==> src/rtl/adsr_pkg.sv <==
// Shared definitions for the polyphonic ADSR envelope generator.
// Holds the channel state encoding used by every channel instance.
package adsr_pkg;

    typedef enum logic [2:0] {
        ST_IDLE    = 3'd0,
        ST_ATTACK  = 3'd1,
        ST_DECAY   = 3'd2,
        ST_SUSTAIN = 3'd3,
        ST_RELEASE = 3'd4
    } adsr_state_t;

endpackage

==> src/rtl/adsr_chan.sv <==
// One ADSR envelope channel: gate edge detector, phase FSM and envelope register.
// Gate edges take priority over prescaler ticks; the envelope only moves on a tick.
module adsr_chan
    import adsr_pkg::*;
#(
    parameter int W = 8
) (
    input  logic         clk,
    input  logic         rst_n,
    input  logic         tick,
    input  logic         trig,
    input  logic [W-1:0] ai,
    input  logic [W-1:0] di,
    input  logic [W-1:0] s,
    input  logic [W-1:0] ri,
    output logic [W-1:0] env,
    output logic         busy
);

    localparam logic [W-1:0] ENV_MAX = '1;

    adsr_state_t  state, state_nxt;
    logic [W-1:0] env_nxt;
    logic         trig_q;
    logic         rise, fall;
    logic [W:0]   att_sum;
    logic [W:0]   dec_floor;

    assign rise      = trig & ~trig_q;
    assign fall      = ~trig & trig_q;
    // One extra bit so neither the attack sum nor the decay threshold can wrap.
    assign att_sum   = {1'b0, env} + {1'b0, ai};
    assign dec_floor = {1'b0, s} + {1'b0, di};
    assign busy      = (state != ST_IDLE);

    always_ff @(posedge clk or negedge rst_n) begin
        if (!rst_n) begin
            state  <= ST_IDLE;
            env    <= '0;
            trig_q <= 1'b0;
        end else begin
            state  <= state_nxt;
            env    <= env_nxt;
            trig_q <= trig;
        end
    end

    always_comb begin
        state_nxt = state;
        env_nxt   = env;
        if (rise) begin
            state_nxt = ST_ATTACK;
        end else if (fall && (state == ST_ATTACK || state == ST_DECAY || state == ST_SUSTAIN)) begin
            state_nxt = ST_RELEASE;
        end else if (tick) begin
            case (state)
                ST_ATTACK: begin
                    if (ai == '0 || att_sum >= {1'b0, ENV_MAX}) begin
                        env_nxt   = ENV_MAX;
                        state_nxt = ST_DECAY;
                    end else begin
                        env_nxt = att_sum[W-1:0];
                    end
                end
                ST_DECAY: begin
                    if (di == '0 || env <= s || {1'b0, env} <= dec_floor) begin
                        env_nxt   = s;
                        state_nxt = ST_SUSTAIN;
                    end else begin
                        env_nxt = env - di;
                    end
                end
                ST_SUSTAIN: env_nxt = s;
                ST_RELEASE: begin
                    if (ri == '0 || env <= ri) begin
                        env_nxt   = '0;
                        state_nxt = ST_IDLE;
                    end else begin
                        env_nxt = env - ri;
                    end
                end
                default: begin
                    env_nxt   = '0;
                    state_nxt = ST_IDLE;
                end
            endcase
        end
    end

endmodule

==> src/rtl/adsr_poly.sv <==
// Polyphonic ADSR: shared tick prescaler, CH independent channels and a registered mixer.
// The mixer sums the registered channel envelopes, so it lags them by one clock.
module adsr_poly
    import adsr_pkg::*;
#(
    parameter int CH = 4,
    parameter int W  = 8,
    parameter int PW = 8
) (
    input  logic                      clk,
    input  logic                      rst_n,
    input  logic [CH-1:0]             trig,
    input  logic [W-1:0]              ai,
    input  logic [W-1:0]              di,
    input  logic [W-1:0]              s,
    input  logic [W-1:0]              ri,
    input  logic [PW-1:0]             presc,
    output logic [CH*W-1:0]           envelope,
    output logic [CH-1:0]             busy,
    output logic [W+$clog2(CH)-1:0]   mix
);

    localparam int MW = W + $clog2(CH);

    logic [PW-1:0] cnt;
    logic          tick;
    logic [MW-1:0] mix_sum;

    assign tick = (cnt == presc);

    always_ff @(posedge clk or negedge rst_n) begin
        if (!rst_n) begin
            cnt <= '0;
        end else begin
            cnt <= tick ? '0 : cnt + PW'(1);
        end
    end

    for (genvar i = 0; i < CH; i++) begin : g_chan
        adsr_chan #(.W(W)) u_chan (
            .clk   (clk),
            .rst_n (rst_n),
            .tick  (tick),
            .trig  (trig[i]),
            .ai    (ai),
            .di    (di),
            .s     (s),
            .ri    (ri),
            .env   (envelope[i*W +: W]),
            .busy  (busy[i])
        );
    end

    always_comb begin
        mix_sum = '0;
        for (int i = 0; i < CH; i++) begin
            mix_sum = mix_sum + MW'(envelope[i*W +: W]);
        end
    end

    always_ff @(posedge clk or negedge rst_n) begin
        if (!rst_n) begin
            mix <= '0;
        end else begin
            mix <= mix_sum;
        end
    end

endmodule

==> config.mk <==
export PLATFORM = sky130hd
export DESIGN_NAME = adsr_poly
export DESIGN_NICKNAME = d
export VERILOG_FILES = /design/src/rtl/adsr_pkg.sv /design/src/rtl/adsr_chan.sv /design/src/rtl/adsr_poly.sv
export SDC_FILE = /design/constraint.sdc
export NUM_CORES = 1
export LEC_CHECK = 0
export CAP_MARGIN = 20
export CORE_AREA = 2 2 149 188
export DETAILED_ROUTE_END_ITERATION = 10
export DIE_AREA = 0 0 151 190
export GPL_ROUTABILITY_DRIVEN = 0
export SYNTH_ARGS = -nofsm -noshare
export SYNTH_HDL_FRONTEND = slang
export SYNTH_SLANG_ARGS = --single-unit
export TNS_END_PERCENT = 50
==> constraint.sdc <==
create_clock -name clk -period 6.3 [get_ports clk]
set_input_delay 1.26 -clock clk [delete_from_list [all_inputs] [get_ports clk]]
set_output_delay 1.26 -clock clk [all_outputs]
set_load 0.05 [all_outputs]
==> out/metrics.cfg <==
[setup_path]
path_buf_inv = 1
cp_common_cell = a21oi_1
regToRegSetupSlack_ns = 2.62
crit_required_ns = 6.53
crit_path_start_kind = input port
worstRegToRegCells = 12
r2r_end = mix[9]
cp_max_fo = 13
rr_startpoint = g_chan[2].u_chan.env[1]
critPathSlowestCell = a211oi_2
cp_slowest_stage_delay_ns = 0.96
cp_data_arrival_time_ns = 5.75
cpLargestDelayFamily = compound AO/OA/AOI/OAI gates
path_cells = clkdlybuf4s50_1 -> ha_1 -> fa_1 -> a21o_1 -> a21oi_1 -> xor2_1 -> ha_1 -> or2_2 -> a21oi_1 -> a21oi_1 -> a31oi_1 -> a211oi_2 -> mux2i_1 -> nor2_1 -> o32a_1
cp-end-kind = flip-flop
critPathKind = input port to flip-flop

[pwr]
ir_worst_vdd_mv = 0.113
combPwrFrac_pct = 52.2
power.internal_mw = 1.27
power_switching_mw = 1.10
seq_power_share_pct = 27.0
powerDensity_nw_per_um2 = 197
swShare_pct = 46.6
total_leakage_power_nw = 5.51
clock_power_share_pct = 20.8

[global_routing]
grt_max_degree = 67
grt_overflow = 0
grt_pass1_wl_mm = 58.4
grt_pass1_vias = 9989
antenna_found_initial = 0
grtUsageTotal_pct = 27.3

[synthesis]
synth_compound_area_share_pct = 27.4
synthCells = 1246
synthArstFlopShare_pct = 100
avgSynthCellArea_um2 = 8.32
yosysTopAreaCellShare_pct = 20.5
synth_top_family_by_area = compound AO/OA/AOI/OAI gates
synth-xor-area-share_pct = 7.19
synth_mux_area_share_pct = 1.65
synth.distinct_cells = 85
synth_top_cell_by_area = ha_1
synthTopCellsByArea = ha_1 21%, dfrtp_1 16%, fa_1 5.6%
synth_flop_cell = dfrtp_1
yosys_warnings = 0
syn_area_um2 = 10400
syn_nets = 1491
synth-edff-count = 0
synth-simple-area-share_pct = 16.9
ys_ff_latch = 66
synth-adder-area-share_pct = 26.3
ys_seq_area_share_pct = 15.9

[floorplanning]
core_um2 = 27100
dieArea_um2 = 28700
num_rows = 68
top_level_ports = 92
fp.dieH_um = 190
dieWidth_um = 151
start_util_pct = 38.3

[drt]
wl_mm = 38.7
wl_per_cell_um = 22.8
final_antenna_net_count = 0
route.vias.total = 10325
routed_via_density = 6.10
drc = 0
firstDrtPassIters = 6
drt_iter0_markers = 819

[sta]
finalClockSkew_ns = 0.00861
finalHoldViolations = 0
drv_slew = 0
hold-worst-slack_ns = 0.536
fmax_ghz = 0.181
rsz0062_at_grt = no
setup_slack_ns = 0.777
tns_ns = 0
tightest_slew_ns = 1.11
setup_violations = 0
fin_crit_ns = 5.52
slew_headroom_pct = 26.0
fin_crit_sh_pct = 87.7

[finish]
multi_input_area_um2 = 8230
antenna_cells = 0
fillers = 2742
final_area_um2 = 12000
nNetsFinal = 1582
register_area_um2 = 1650
final_util_pct = 44.3
drive_gt1_share_pct = 4.62
area_growth_pct = 15.8

[min_path]
hold_path.class = flip-flop to flip-flop
worstHoldStart = cnt[0]
hold-path-cell-count = 1
hold_end = cnt[0]

[placed_design]
place_ws_ns = 0.565
post-dp-hpwl_mm = 29.4
placed_area_um2 = 11700
io_buffers = 91

[clock_tree]
cts_resized = 0
cts-root-buf = clkbuf_16
postCtsHoldBufs = 0
cts_tree = built
cts_made_buffers = 9
path_clk_slew_ns = 0.06
cts_setup_buffers = 0
htreeDepth = 3
cts_sinks = 66
clk_latency_ns = 0.34
clockBufferDepth = 2

[job]
maxCapViolations = 0

[status]
status = complete, no violations

metrics by stage:
| step | power, mW | cells |
|---|---|---|
| floorplan | 1.48 | 1246 |
| global placement | 1.85 | 1676 |
| detailed placement | 1.86 | 1676 |
| CTS | 2.37 | 1692 |
| global route | 2.54 | 1692 |
| finish | 2.37 | 1692 |
cell usage after synthesis (8+ instances only):
cell type	number
a211oi_1	16
a21o_1	30
a21oi_1	101
a222oi_1	8
a22oi_1	11
a31oi_1	14
and2_1	9
and3_1	15
clkbuf_1	19
dfrtp_1	66
fa_1	29
ha_1	170
inv_1	93
mux2i_1	16
nand2_1	74
nand2b_1	15
nand3_1	27
nand4_1	15
nor2_1	74
nor2b_1	27
nor3_1	27
nor4_1	8
o211ai_1	16
o21a_1	20
o21ai_0	84
o21bai_1	11
or3_1	14
xnor2_1	42
xor2_1	43
kinds of logic (layout without fill, tap and decap cells):
kind of cell | after synthesis | in the layout
buffers and inverters | 122 | 218
multiplexers | 17 | 17
adder cells (fa/ha/maj) | 201 | 201
XOR/XNOR | 85 | 85
AND/OR/NAND/NOR | 340 | 340
flip-flops | 66 | 66
AO/OA/AOI/OAI | 415 | 415
cell type report:
cell class                 count  area share, %
multi-input combinational   1058           68.6
sequential                    66           13.8
timing repair buffer         109           8.70
tap                          350           3.65
inverter                      93           2.91
clock buffer                  10           1.99
clock inverter                 6          0.355
routing by layer:
layer  GRT usage, %  wire length [um]
met3           3.88              2380
met5              0                 0
met4           17.8              2970
met2           43.7             17500
met1           33.9             15800
cells in the final DEF, fill, tap and decap left out, types with 19 or more instances in the layout:
cell,n
nor2_1,74
nor3_1,27
a21oi_1,101
o21a_1,20
clkdlybuf4s50_1,90
ha_1,170
a21o_1,30
fa_1,29
nand3_1,27
xor2_1,43
nor2b_1,27
buf_4,19
dfrtp_1,66
nand2_1,74
xnor2_1,42
inv_1,93
o21ai_0,84
flip-flops by register name, indices dropped and copies added (netlist names):
signal	count
cnt	8
g_chan.u_chan.trig_q	4
mix	10
g_chan.u_chan.env	32
g_chan.u_chan.state	12
worst max-delay path by stage:
stage	startpoint	end	slack (ns)	cells past startpoint
2_1_floorplan	di[0]	g_chan[1].u_chan.env[3]	1.81	16
3_3_place_gp	s[0]	g_chan[0].u_chan.env[1]	0.60	15
3_5_place_dp	s[0]	g_chan[0].u_chan.env[1]	0.57	15
4_1_cts	s[0]	g_chan[0].u_chan.env[3]	0.91	15
5_1_grt	s[0]	g_chan[0].u_chan.env[3]	0.68	15
6_report	s[0]	g_chan[0].u_chan.env[3]	0.78	15
power groups by stage:
stage               Combinational, mW  Clock (mW)  Sequential (mW)
global placement                 1.21           0            0.644
floorplan                       0.823           0            0.656
finish                           1.24       0.493            0.639
CTS                              1.23       0.504            0.636
global route                     1.37       0.521            0.649
detailed placement               1.22           0            0.645
No activity file was read; power rests on OpenSTA's default activity.
